===== src/rtl/norm_divider.sv =====
// norm_divider: sequential signed fixed-point divider.
// Computes quotient = num/den * 2^FRAC_BITS, truncated toward zero. Divisors wider
// than DEN_BITS significant bits are right-shifted together with the numerator,
// which keeps the restoring-division remainder short. One operation in flight.
//
// Ports:
//   clk          clock, all state on rising edge
//   rst          synchronous active-high reset
//   valid_in     operands valid, taken when ready_out is high
//   ready_out    idle and able to accept
//   num, den     signed WIDTH-bit operands
//   valid_out    one-cycle pulse, quotient/div_by_zero valid
//   quotient     signed result with FRAC_BITS fractional bits
//   div_by_zero  qualified by valid_out: den was zero
module norm_divider #(
  parameter int unsigned WIDTH     = 20,
  parameter int unsigned DEN_BITS  = 10,
  parameter int unsigned FRAC_BITS = 8
) (
  input  logic             clk,
  input  logic             rst,
  input  logic             valid_in,
  output logic             ready_out,
  input  logic [WIDTH-1:0] num,
  input  logic [WIDTH-1:0] den,
  output logic             valid_out,
  output logic [WIDTH-1:0] quotient,
  output logic             div_by_zero
);

  localparam int unsigned N  = WIDTH + FRAC_BITS;
  localparam int unsigned CW = $clog2(N);
  localparam int unsigned EW = $clog2(WIDTH + 1);
  localparam int unsigned RW = DEN_BITS + 1;

  // Largest positive magnitude; saturation is symmetric around zero.
  localparam logic [WIDTH-1:0] MAX_W = WIDTH'((64'd1 << (WIDTH - 1)) - 64'd1);
  localparam logic [N-1:0]     MAX_N = N'(MAX_W);

  typedef enum logic [1:0] {
    IDLE   = 2'd0,
    NORM   = 2'd1,
    DIVIDE = 2'd2,
    DONE   = 2'd3
  } state_t;

  state_t              state, state_d;
  logic [WIDTH-1:0]    num_abs, num_abs_d;
  logic [WIDTH-1:0]    den_abs, den_abs_d;
  logic                neg, neg_d;
  logic [DEN_BITS-1:0] den_r, den_r_d;
  logic [N-1:0]        dq, dq_d;       // dividend shifts out the top, quotient bits enter the bottom
  logic [RW-1:0]       rem, rem_d;
  logic [CW-1:0]       count, count_d;
  logic                valid_out_d;
  logic [WIDTH-1:0]    quotient_d;
  logic                div_by_zero_d;

  // Datapath scratch values
  logic [EW-1:0]       e_c;
  logic [EW-1:0]       sh_c;
  logic [WIDTH-1:0]    num_r_c;
  logic [RW:0]         rem_sh_c;
  logic                qbit_c;
  logic [N-1:0]        mag_c;

  assign ready_out = (state == IDLE) && !rst;

  // State and datapath registers
  always_ff @(posedge clk) begin
    if (rst) begin
      state       <= IDLE;
      num_abs     <= '0;
      den_abs     <= '0;
      neg         <= 1'b0;
      den_r       <= '0;
      dq          <= '0;
      rem         <= '0;
      count       <= '0;
      valid_out   <= 1'b0;
      quotient    <= '0;
      div_by_zero <= 1'b0;
    end else begin
      state       <= state_d;
      num_abs     <= num_abs_d;
      den_abs     <= den_abs_d;
      neg         <= neg_d;
      den_r       <= den_r_d;
      dq          <= dq_d;
      rem         <= rem_d;
      count       <= count_d;
      valid_out   <= valid_out_d;
      quotient    <= quotient_d;
      div_by_zero <= div_by_zero_d;
    end
  end

  // Leading-one position of |den| plus one; zero when |den| is zero
  always_comb begin
    e_c = '0;
    for (int i = 0; i < int'(WIDTH); i++) begin
      if (den_abs[i]) e_c = EW'(i + 1);
    end
  end

  // One restoring-division step
  always_comb begin
    rem_sh_c = {rem, dq[N-1]};
    qbit_c   = (rem_sh_c >= (RW + 1)'(den_r));
  end

  // Next-state and datapath control
  always_comb begin
    state_d       = state;
    num_abs_d     = num_abs;
    den_abs_d     = den_abs;
    neg_d         = neg;
    den_r_d       = den_r;
    dq_d          = dq;
    rem_d         = rem;
    count_d       = count;
    valid_out_d   = 1'b0;
    quotient_d    = quotient;
    div_by_zero_d = div_by_zero;
    sh_c          = '0;
    num_r_c       = '0;
    mag_c         = '0;

    unique case (state)
      IDLE: begin
        if (valid_in) begin
          // Two's-complement negate also maps the most negative value to 2^(WIDTH-1)
          num_abs_d = num[WIDTH-1] ? WIDTH'(-num) : num;
          den_abs_d = den[WIDTH-1] ? WIDTH'(-den) : den;
          neg_d     = num[WIDTH-1] ^ den[WIDTH-1];
          state_d   = NORM;
        end
      end

      NORM: begin
        if (e_c == '0) begin
          if (num_abs == '0) quotient_d = '0;
          else               quotient_d = neg ? WIDTH'(-MAX_W) : MAX_W;
          div_by_zero_d = 1'b1;
          valid_out_d   = 1'b1;
          state_d       = DONE;
        end else begin
          if (e_c > EW'(DEN_BITS)) sh_c = e_c - EW'(DEN_BITS);
          den_r_d       = DEN_BITS'(den_abs >> sh_c);
          num_r_c       = num_abs >> sh_c;
          dq_d          = {num_r_c, FRAC_BITS'(0)};
          rem_d         = '0;
          count_d       = '0;
          div_by_zero_d = 1'b0;
          state_d       = DIVIDE;
        end
      end

      DIVIDE: begin
        rem_d   = qbit_c ? RW'(rem_sh_c - (RW + 1)'(den_r)) : RW'(rem_sh_c);
        dq_d    = {dq[N-2:0], qbit_c};
        count_d = count + CW'(1);
        if (count == CW'(N - 1)) begin
          mag_c = {dq[N-2:0], qbit_c};
          if (mag_c > MAX_N) mag_c = MAX_N;
          quotient_d  = (neg && (mag_c != '0)) ? WIDTH'(-mag_c) : WIDTH'(mag_c);
          valid_out_d = 1'b1;
          state_d     = DONE;
        end
      end

      DONE: begin
        state_d = IDLE;
      end

      default: begin
        state_d = IDLE;
      end
    endcase
  end

endmodule


===== config.mk =====
export PLATFORM = sky130hd
export DESIGN_NAME = norm_divider
export DESIGN_NICKNAME = d
export VERILOG_FILES = /design/src/rtl/norm_divider.sv
export SDC_FILE = /design/constraint.sdc
export NUM_CORES = 1
export LEC_CHECK = 0
export BUFFER_PORTS_ARGS = -buffer_cell sky130_fd_sc_hd__clkbuf_2
export CORE_MARGIN = 2
export CORE_UTILIZATION = 55
export DETAILED_ROUTE_END_ITERATION = 8
export PLACE_DENSITY = 0.74
export SETUP_SLACK_MARGIN = 0.5
export SLEW_MARGIN = 0
export SYNTH_ARGS = -nofsm -noshare
export SYNTH_HDL_FRONTEND = slang
export SYNTH_SLANG_ARGS = --single-unit

===== constraint.sdc =====
create_clock -name clk -period 10.9 [get_ports clk]
set_clock_uncertainty 0.15 [all_clocks]
set_input_delay 2.18 -clock clk [delete_from_list [all_inputs] [get_ports clk]]
set_output_delay 2.18 -clock clk [all_outputs]
set_load 0.005 [all_outputs]

[Word-level counts from Yosys, hierarchy flattened]
Cells that the tools add are included.
Operators by class
  $add $sub $neg: 6
  magnitude comparators: 3
  equal/unequal tests: 8
  shift-type cells: 2
  mux-type cells: 48
  bitwise operators: 2
  reduce and logical (&&, ||, !) cells: 13
Operator list (number)
  two-way mux 20 bit: 7
  two-way mux 5 bit: 23
  two-way mux 28 bit: 4
  negation 20 bit: 3
  case mux 28 bit (2 select lines): 1
  case mux 20 bit (2 select lines): 1
  greater-than comparator 28 x 19 -> 1 bit (second input constant): 1
  nonzero test 28 bit: 1
  two-way mux 11 bit: 2
  case mux 11 bit (2 select lines): 1
  zero test 20 bit: 1
  >> shifter 20 x 5 -> 10 bit: 1
  >> shifter 20 x 5 -> 20 bit: 1
  greater-or-equal comparator 12 x 10 -> 1 bit: 1
  subtractor 11 x 10 -> 11 bit: 1
  case mux 5 bit (2 select lines): 1
  != test 2 bit (second input constant): 4
  case mux 2 bit (4 select lines): 1
  AND reduction 2 bit: 4
  adder 5 x 1 -> 5 bit (second input constant): 1
  equality test 5 bit (second input constant): 1
  greater-than comparator 5 x 4 -> 1 bit (second input constant): 1
  zero test 5 bit: 1
  subtractor 5 x 4 -> 5 bit (second input constant): 1
  other kinds (12): 18
Word-level totals
  register bits after elaboration: 119
  output and inout bits: 23
  logic and storage cells: 93

[Logic depth before layout (Yosys ltp)]
Gate-level depths: netlist of the first run.
  depth after elaboration: 27
  mapped depth: 21
  gate-level depth less buffers: 19

[Worst setup path before layout of the first run]
Ideal clock, no wire load.
  path kind: input -> output
  start: input port rst
  end: output port ready_out
  arrival time: 2.801 ns
  required time: 8.570 ns
  setup slack: 5.769 ns
  cell stages on the path: 3
  buffers on the path: 2
  path through: clkbuf_1 buf_1 nor2b_1
On the way
  word-level cells in the longest chain between the ends: 2
Ends and longest elaborated chain
  from (decl): RTL line 21  | input logic rst,
  zero test 1 bit: RTL line 67  | assign ready_out = (state == IDLE) && !rst;
  logical AND 1 bit: RTL line 67
  to (decl): RTL line 23  | output logic ready_out,
Every way passes these cells.

[Worst setup path after layout of the first run]
Same ends and word-level chain as after synthesis.

==> flow_metrics.py, run 1 <==
metrics = {
    "status": {
        "outcome": "completed",
    },
    "clock_tree": {
        "cts-root-buf": "clkbuf_16",
        "max-clock-path-buffers": 2,
        "insertion_delay_ps": 430,
        "postCtsSetupBuffers": 0,
        "tritoncts": "done",
        "hold_buffers": 0,
        "ctsResizeCount": 0,
        "clk_pin_slew_ps": 50,
        "cts_num_sinks": 119,
        "cts_buffers": 17,
        "h-tree-depth": 4,
    },
    "grt": {
        "grt-ovfl-total": 0,
        "grt_pass1_vias": 7570,
        "grt_pass1_wl_um": 37500,
        "grtUsageTotal_pct": 28.0,
        "grt_max_degree": 82,
        "antenna_found_initial": 0,
    },
    "floorplan": {
        "num_io_pins": 66,
        "rows": 45,
        "die_w_um": 128,
        "fp.dieArea_um2": 16400,
        "die_h_um": 128,
        "start_util_pct": 56.0,
        "placeableCoreArea_um2": 15100,
    },
    "synth": {
        "ys_ff_latch": 119,
        "seq_area_frac_synth_pct": 28.1,
        "synth_edf_count": 0,
        "synth_top_area_share_pct": 28.1,
        "ys_async_sr_fraction_pct": 0,
        "yosys-top-cells-area": "dfxtp_1 (28%), nor2_1 (5.3%), mux2i_1 (5.2%)",
        "yosysTopAreaCell": "dfxtp_1",
        "synth_area_per_cell_um2": 7.73,
        "synth_area_um2": 8470,
        "yosysUniqueCellTypes": 83,
        "synthCells": 1096,
        "syn_nets": 1159,
        "ys.flop_type": "dfxtp_1",
        "yosysWarnings": 0,
    },
    "layout": {
        "drive_gt1_share_pct": 13.9,
        "areaGrowthSynthToFinish_pct": 11.6,
        "multi_input_area_um2": 5640,
        "antenna_cells": 0,
        "layout.nets": 1178,
        "seq_area_um2": 2380,
        "num-fill-cells": 1383,
    },
    "route": {
        "drt_iter0_drc": 780,
        "wire_per_inst_um": 16.8,
        "vias": 8316,
        "dr.pass1.iters": 6,
        "drc_errors": 0,
        "wl_um": 22100,
        "viasPerCell": 6.32,
        "ant_nets": 0,
    },
    "sta": {
        "final.period_utilization_pct": 50.4,
        "max_freq_mhz": 182,
        "worst_pin_slew_ps": 994,
        "min_period_ps": 5500,
        "finalSetupTns_ps": 0,
        "timing.slew.headroom_pct": 33.5,
        "setup_violations": 0,
        "slew_violations": 0,
        "rsz0062_at_grt": "no",
        "holdWs_ps": 304,
        "hold_violations": 0,
    },
    "power": {
        "p_per_area_nw_per_um2": 367,
        "leakage_nw": 3.62,
        "ir_drop_mv": 0.263,
    },
    "critical_path": {
        "critical_path.cell_chain": "clkbuf_2 -> buf_4 -> nor2b_1 -> clkbuf_2",
        "crit_type": "in -> out",
        "worst_path_most_repeated_cell": "clkbuf_2",
        "cp_num_buf_inv": 3,
        "crit_family": "buffers and inverters",
        "cpMaxStageDelayCell": "buf_4",
        "setup.worst_path.start": "rst",
        "crit_required_ps": 8570,
        "cp_data_arrival_time_ps": 3170,
        "start_kind": "primary input",
        "worst_setup_path_end_kind": "output pin",
        "max_stage_delay_ps": 640,
        "crit-reg2reg-launch": "den_r[2]",
        "cp_max_fo": 81,
    },
    "place": {
        "io_buffers": 65,
        "hpwl_um": 15400,
        "place.gp.congestion": 0.908,
    },
    "flow_run": {
        "drv_cap": 0,
    },
    "hold_path": {
        "hold_class": "reg -> reg",
        "hold_start": "den_r[5]",
    },
}
-- final timing paths --
| path | slack, ps | end | cells after the start |
|---|---|---|---|
| max | 5400 | ready_out | 4 |
| min | 300 | den_r[5] | 2 |
| max reg2reg | 6180 | quotient[7] | 17 |
| min reg2reg | 300 | den_r[5] | 2 |
-- kinds of logic (layout without fill, tap and decap cells) --
group / count (synthesis) / after routing / share of synthesized area, %
DFF: 119 / 119 / 28.1
adders and majority gates: 20 / 20 / 3.04
buffers and inverters: 110 / 142 / 5.58
muxes: 54 / 54 / 6.56
and+or+nand+nor: 409 / 409 / 23.3
xor gates and xnor gates: 45 / 45 / 4.65
AOI/OAI and AO/OA: 339 / 339 / 28.8
-- Yosys cell counts, types with 12 or more instances --
cell type    n
nand2_1    106
buf_2       21
a21oi_1     70
ha_1        19
nand4_1     19
or3_1       19
mux2i_1     44
nor2_1     119
a211oi_1    50
xor2_1      29
o31ai_1     12
and3_1      14
dfxtp_1    119
nor3_1      25
o21ai_0     51
inv_1       29
a21o_1      19
clkbuf_1    44
xnor2_1     16
nand3_1     41
-- cells in the final DEF, fill, tap and decap left out, drive strengths merged, types with 5 or more instances in the layout --
master	n
a2111oi	5
a21o	19
nor2	122
o41ai	9
or2	11
nand2	106
a31oi	6
o21a	6
buf	14
mux2i	45
a21oi	72
clkinv	6
o211ai	11
and2	8
mux2	9
or4	5
o31ai	13
nor3	25
clkbuf	83
inv	31
a2bb2oi	10
o221ai	7
nand4	19
nand3	41
bufinv	5
xor2	29
a221oi	11
nand2b	6
xnor2	16
and3	15
a211oi	51
o21ai	62
nor4	12
nor2b	8
ha	19
o311ai	9
or3	19
o221a	10
a21boi	7
dfxtp	119
-- through the flow --
step	power, mW	instances	setup WS (ps)	utilization (%)	area, µm²
final	3.47	1316	5400	62.4	9460
after CTS	3.44	1316	5370	62.4	9460
after global routing	3.73	1316	5310	62.4	9460
after floorplan	2.34	1096	5770	-	8470
after detailed placement	2.79	1284	5370	58.1	8800
after global placement	2.77	1284	5380	58.1	8800
-- state kept, by name, summed over array words and instances, names as in the netlist --
| register | cells |
|---|---|
| den_abs | 20 |
| num_abs | 20 |
| dq | 28 |
| rem | 11 |
| quotient | 20 |
| div_by_zero | 1 |
| valid_out | 1 |
| state | 2 |
| count | 5 |
| neg | 1 |
| den_r | 10 |
-- per-layer routing --
metal	up-vias	share of wire [%]	GRT usage, %
li1	4125	-	-
met1	3832	45	38.2
met2	319	46	44.0
met3	40	7.1	5.30
met4	0	2.1	10.5
met5	-	0	0
-- tightest hold or removal path, stage by stage, from the launching register on --
cell     delay, ps
dfxtp_1        310
nand2_1         50
o21ai_1         50
-- layout make-up --
type | count | share of cell area (%)
Clock buffer | 18 | 4.54
Multi-Input combinational cell | 867 | 59.6
Tap cell | 188 | 2.49
Timing Repair Buffer | 79 | 4.55
Clock inverter | 14 | 2.38
Sequential cell | 119 | 25.2
Inverter | 31 | 1.23
-- where the power goes --
part / leakage (nW) / total [mW] / internal (mW) / switching, mW
Sequential: 0.975 / 0.673 / 0.555 / 0.118
Clock: 0.307 / 0.625 / 0.407 / 0.218
Combinational: 2.34 / 2.17 / 0.815 / 1.36
Total: 3.62 / 3.47 / 1.78 / 1.69
Power figures use the tool's default switching activity.
==> inputs of run 2 (changes only) <==
- ABC_AREA: default -> 1
- PLACE_DENSITY: 0.74 -> 0.77
- clock period: 10.9 -> 4.9 ns (I/O delays scaled with it)
==> run 2 against run 1 <==
Against the previous run: critical path depth grew 16; utilization up 0.37 points; sequential share of layout area up 0.71 points; hold slack gained 23 ps; via count increased by 7.9%; sequential cell count did not move; cell count grew 15%; global-route usage rose by 0.90 points; die area fell by 2.0%; count of clock-buffer cells in the layout up 3; largest cell class unchanged.
==> flow_metrics.py, run 2 <==
metrics = {
    "status": {
        "outcome": "completed",
    },
    "clock_tree": {
        "cts_buffers": 17,
        "h-tree-depth": 4,
        "max-clock-path-buffers": 2,
        "cts-root-buf": "clkbuf_16",
        "clk_pin_slew_ps": 50,
        "tritoncts": "done",
        "insertion_delay_ps": 430,
        "cts_num_sinks": 119,
    },
    "place": {
        "place.gp.congestion": 0.994,
        "io_buffers": 65,
        "post-place-ws_ps": 1040,
        "hpwl_um": 15700,
        "placed_area_um2": 8590,
    },
    "synth": {
        "synth_top_area_share_pct": 28.7,
        "synthTopCellsByCount": "nand2_1 (218), nand3_1 (145), inv_1 (126)",
        "ys_ff_latch": 119,
        "synthCells": 1297,
        "yosys-top-cells-area": "dfxtp_1 (29%), nand2_1 (9.9%), nand3_1 (8.7%)",
        "yosysWarnings": 0,
        "synth_area_um2": 8300,
        "synth_area_per_cell_um2": 6.40,
        "yosysUniqueCellTypes": 45,
        "seq_area_frac_synth_pct": 28.7,
        "syn_nets": 1360,
        "yosysTopAreaCell": "dfxtp_1",
        "synth_most_common_cell": "nand2_1",
        "synth_edf_count": 0,
        "ys.flop_type": "dfxtp_1",
        "ys_async_sr_fraction_pct": 0,
    },
    "grt": {
        "grt_max_degree": 71,
        "grt-ovfl-total": 0,
        "grt_pass1_vias": 7988,
        "antenna_found_initial": 0,
        "grt_pass1_wl_um": 38600,
        "grtUsageTotal_pct": 28.9,
    },
    "layout": {
        "largest_register_ffs": 28,
        "num-fill-cells": 1389,
        "fin_area_um2": 9200,
        "mostFrequentLayoutCell": "nand2_1",
        "final_cell_mix": "nand2_1 (218), nand3_1 (145), inv_1 (125), o21ai_0 (125), dfxtp_1 (119)",
        "regMostFlops": "dq",
        "multi_input_area_um2": 5050,
        "layout.nets": 1385,
        "drive_gt1_share_pct": 11.8,
        "areaGrowthSynthToFinish_pct": 10.8,
        "antenna_cells": 0,
        "seq_area_um2": 2380,
    },
    "critical_path": {
        "cp_max_fo": 25,
        "worst_setup_path_end_kind": "flop",
        "start_kind": "flop",
        "r2r_cells": 20,
        "setup.worst_path.start": "den_abs[3]",
        "cp_data_arrival_time_ps": 4230,
        "rrSetupSlack_ps": 870,
        "crit-reg2reg-launch": "den_abs[3]",
        "crit_required_ps": 5100,
        "crit_type": "reg -> reg",
        "rr_endpoint": "dq[22]",
    },
    "floorplan": {
        "rows": 44,
        "num_io_pins": 66,
        "start_util_pct": 56.7,
        "placeableCoreArea_um2": 14600,
        "die_h_um": 127,
        "die_w_um": 127,
        "fp.dieArea_um2": 16100,
    },
    "route": {
        "dr.pass1.iters": 6,
        "drt_iter0_drc": 1026,
        "wl_um": 22700,
        "drc_errors": 0,
        "ant_nets": 0,
        "wire_per_inst_um": 14.9,
        "vias": 8969,
        "viasPerCell": 5.90,
    },
    "sta": {
        "timing.slew.headroom_pct": 30.9,
        "min_period_ps": 4030,
        "finalSetupTns_ps": 0,
        "rsz0062_at_grt": "no",
        "hold_violations": 0,
        "max_freq_mhz": 248,
        "slew_violations": 0,
        "setup_violations": 0,
        "worst_pin_slew_ps": 1030,
        "final.period_utilization_pct": 82.3,
        "finalWorstSetupSlack_ps": 869,
    },
    "hold_path": {
        "min_to": "den_r[5]",
        "hold_start": "den_r[5]",
        "min_path_cells": 2,
        "hold_class": "reg -> reg",
    },
    "flow_run": {
        "drv_cap": 0,
    },
}
[run 2: cell types whose count changed after synthesis, sizes merged, moves of 19 or more]
cell | before | now
nand2 | 106 | 231
nand3 | 41 | 149
inv | 30 | 133
o21ai | 62 | 143
a21oi | 72 | 118
mux2i | 45 | 0
a211oi | 51 | 16
or3 | 19 | 0
[run 2: through the flow]
step / utilization, % / cells / hold slack, ps
after CTS: 62.7 / 1518 / 326
after detailed placement: 58.7 / 1486 / 316
after global placement: 58.7 / 1486 / 312
after global routing: 62.8 / 1519 / 355
final: 62.8 / 1519 / 327
after floorplan: - / 1297 / 295
[run 2: logic make-up (layout without fill, tap and decap cells)]
kind of cell,after synthesis,in the layout,share of synthesized area (%)
adder cells (fa/ha/maj),20,20,3.10
buffers and inverters,209,246,10.6
XOR/XNOR,24,24,2.53
AND/OR/NAND/NOR,588,589,32.2
AO/OA/AOI/OAI,337,337,22.8
flip-flops,119,119,28.7
[run 2: critical path: stages, from the launching register on]
cell     delay [ps]
dfxtp_1         330
nor2_1          140
o21ai_0         100
nand3_1          80
nand2_1          50
nand2_1          60
nand2_1          40
nand2_1          90
a31oi_1         120
nor2_1          150
inv_1            80
ha_1            200
or2_1           250
nand2_2         370
nand2_1         200
inv_2           110
nand2_1         390
buf_4           400
o21ai_0         310
nand2_1         150
a21oi_1         170
[run 2: what timing repair did]
action | CTS | global route
resized for setup | 0 | 0
setup endpoints to repair | 0 | 3
setup buffers | 0 | 0
hold buffers | 0 | 0
[run 2: worst max-delay path by stage]
| stage | endpoint | slack, ps | cells after the start |
|---|---|---|---|
| after detailed placement | dq[8] | 1040 | 23 |
| final | dq[22] | 870 | 20 |
| after floorplan | quotient[14] | 1650 | 21 |
| after global routing | dq[14] | 500 | 20 |
| after CTS | dq[22] | 970 | 19 |
| after global placement | dq[14] | 1080 | 21 |
[run 2: final cells by class]
| type | instances | area share, % |
|---|---|---|
| Tap cell | 184 | 2.50 |
| Multi-Input combinational cell | 970 | 54.9 |
| Sequential cell | 119 | 25.9 |
| Clock buffer | 21 | 5.11 |
| Clock inverter | 11 | 1.33 |
| Inverter | 134 | 5.47 |
| Timing Repair Buffer | 80 | 4.76 |
[run 2: per-layer routing]
layer	vias up	wire (µm)	GRT usage, %
met1	4083	10700	41.0
li1	4500	-	-
met2	346	10000	44.5
met3	40	1530	5.40
met5	-	0	0
met4	0	475	9.05
Power of run 2 is not shown: default switching activity piles up to over one toggle a cycle in this logic, so the estimate is an artifact.
==> inputs of run 3 (changes only) <==
- PLACE_DENSITY: 0.77 -> 0.74
- clock period: 4.9 -> 3.8 ns (I/O delays scaled with it)
==> run 3 against run 2 <==
Against the previous run: critical path depth is 3 higher; utilization is 4.7 points higher; register-to-register slack worse by 440 ps; count of clock-buffer cells in the layout stayed put; design area is 7.5% higher; first-iteration DRC count is 14% higher; maximum frequency is 20% higher; sequential cell count stayed put; sequential share of layout area is 1.8 points lower; largest cell class unchanged; highest routed layer unchanged; via count is 4.5% higher; non-clock buffer count is 32 higher; die area stayed put.
==> flow_metrics.py, run 3 (synthesized netlist as in run 2, its figures left out) <==
metrics = {
    "status": {
        "outcome": "completed",
    },
    "hold_path": {
        "hold_class": "reg -> reg",
    },
    "critical_path": {
        "cpMaxStageDelayCell": "dfxtp_1",
        "worst_setup_path_end_kind": "flop",
        "crit_required_ps": 4010,
        "critical_path.cell_chain": "nor2_2 -> o21ai_1 -> nand3_1 -> nand2_1 -> nand2_1 -> nand2_1 -> nand2_2 -> a31oi_4 -> nor2_2 -> inv_1 -> ha_1 -> or2_4 -> nand2_8 -> nand3_4 -> buf_4 -> o21ai_0 -> or2_1 -> nand3_1 -> o21ai_1 -> nand2_1 -> nand2_1 -> nand2_1 -> o21ai_1",
        "crit_type": "reg -> reg",
        "max_stage_delay_ps": 330,
        "cp_max_fo": 5,
        "start_kind": "flop",
        "worst_path_most_repeated_cell": "nand2_1",
        "cp_data_arrival_time_ps": 3580,
    },
    "layout": {
        "fin_util_pct": 67.5,
        "mostFrequentLayoutCell": "nand2_1",
        "areaGrowthSynthToFinish_pct": 19.1,
        "regMostFlops": "dq",
        "largest_register_ffs": 28,
        "antenna_cells": 0,
        "instances_no_fill": 1557,
        "layout.nets": 1423,
        "final_cell_mix": "nand2_1 (212), nand3_1 (142), inv_1 (121), o21ai_0 (118), dfxtp_1 (118)",
        "drive_gt1_share_pct": 16.7,
    },
    "sta": {
        "final.period_utilization_pct": 88.6,
        "finalSetupTns_ps": 0,
        "finalWorstSetupSlack_ps": 433,
        "setup_violations": 0,
        "hold_violations": 0,
        "rsz0062_at_grt": "yes",
        "max_freq_mhz": 297,
        "timing.slew.headroom_pct": 54.9,
        "slew_violations": 0,
        "worst_pin_slew_ps": 670,
        "min_period_ps": 3370,
    },
    "route": {
        "dr.pass1.iters": 8,
        "drc_errors": 0,
        "viasPerCell": 6.02,
        "wl_um": 24600,
        "drt_iter0_drc": 1167,
        "wire_per_inst_um": 15.8,
        "vias": 9377,
        "ant_nets": 0,
    },
    "floorplan": {
        "start_util_pct": 56.7,
        "die_w_um": 127,
        "num_io_pins": 66,
        "rows": 44,
        "fp.dieArea_um2": 16100,
        "die_h_um": 127,
        "placeableCoreArea_um2": 14600,
    },
    "place": {
        "io_buffers": 65,
        "dp.cells": 1495,
        "hpwl_um": 15800,
        "place.gp.congestion": 0.904,
        "post-place-ws_ps": 326,
    },
    "clock_tree": {
        "hold_buffers": 0,
        "max-clock-path-buffers": 2,
        "insertion_delay_ps": 430,
        "cts_num_sinks": 119,
        "clk_pin_slew_ps": 60,
        "tritoncts": "done",
        "cts_buffers": 17,
        "cts-root-buf": "clkbuf_16",
        "h-tree-depth": 4,
    },
    "grt": {
        "grtUsageTotal_pct": 28.5,
        "grt_pass1_vias": 8081,
        "grt_max_degree": 64,
        "antenna_found_initial": 0,
        "grt-ovfl-total": 0,
        "grt_pass1_wl_um": 38300,
    },
    "flow_run": {
        "drv_cap": 0,
    },
}
run 3: cell types whose count changed in the layout (fill, tap and decap cells not counted), moves of 5 or more:
cell     before  now
ha_1         19   14
nand2_4       0    5
nor2_2        6   11
nand2_1     218  212
nor2_1      112  105
buf_4        15   36
o21ai_1      16   21
o21ai_0     125  118
run 3: final timing paths:
| kind | startpoint | endpoint | slack (ps) | depth (start not counted) |
|---|---|---|---|---|
| min reg2reg | dq[8] | dq[8] | 320 | 2 |
| min | dq[8] | dq[8] | 320 | 2 |
| max | den_abs[4] | den_r[3] | 430 | 23 |
| max reg2reg | den_abs[4] | den_r[3] | 430 | 23 |
run 3: cell type report:
type                            instances  area [µm²]
Multi-Input combinational cell        975        5340
Fill cell                            1338        4760
Sequential cell                       119        2380
Timing Repair Buffer                  112         767
Inverter                              134         524
Clock buffer                           21         460
Tap cell                              184         230
Clock inverter                         11         171
Timing Repair inverter                  1        7.51
run 3: worst max-delay path, delay by kind of cell, from the launching register on:
family / cells / cell delay (ps)
fa+ha+maj: 1 / 240
flops: 1 / 330
simple gates: 15 / 1670
buf+inv: 2 / 270
compound gates: 5 / 620
run 3: metal layers:
metal  part of all wire (%)  wire, µm  up-vias  global-route usage (%)
li1                       -         -     4585                       -
met1                     45     11000     4242                    39.8
met2                     44     10800      471                    44.1
met3                    8.8      2180       79                    6.03
met4                    2.6       645        0                    9.24
met5                      0         0        -                       0
run 3: metrics by stage:
stage	area, µm²	hold slack [ps]
finish	9890	323
global placement	8670	308
detailed placement	8670	311
CTS	9380	320
global route	9890	352
floorplan	8300	295
run 3: what timing repair did:
action,CTS,global route
resized for setup,10,70
pin swaps,0,16
endpoints found under the setup margin,36,71
gates cloned,1,8
setup buffers,2,19
Power of run 3 is left out for the same reason.
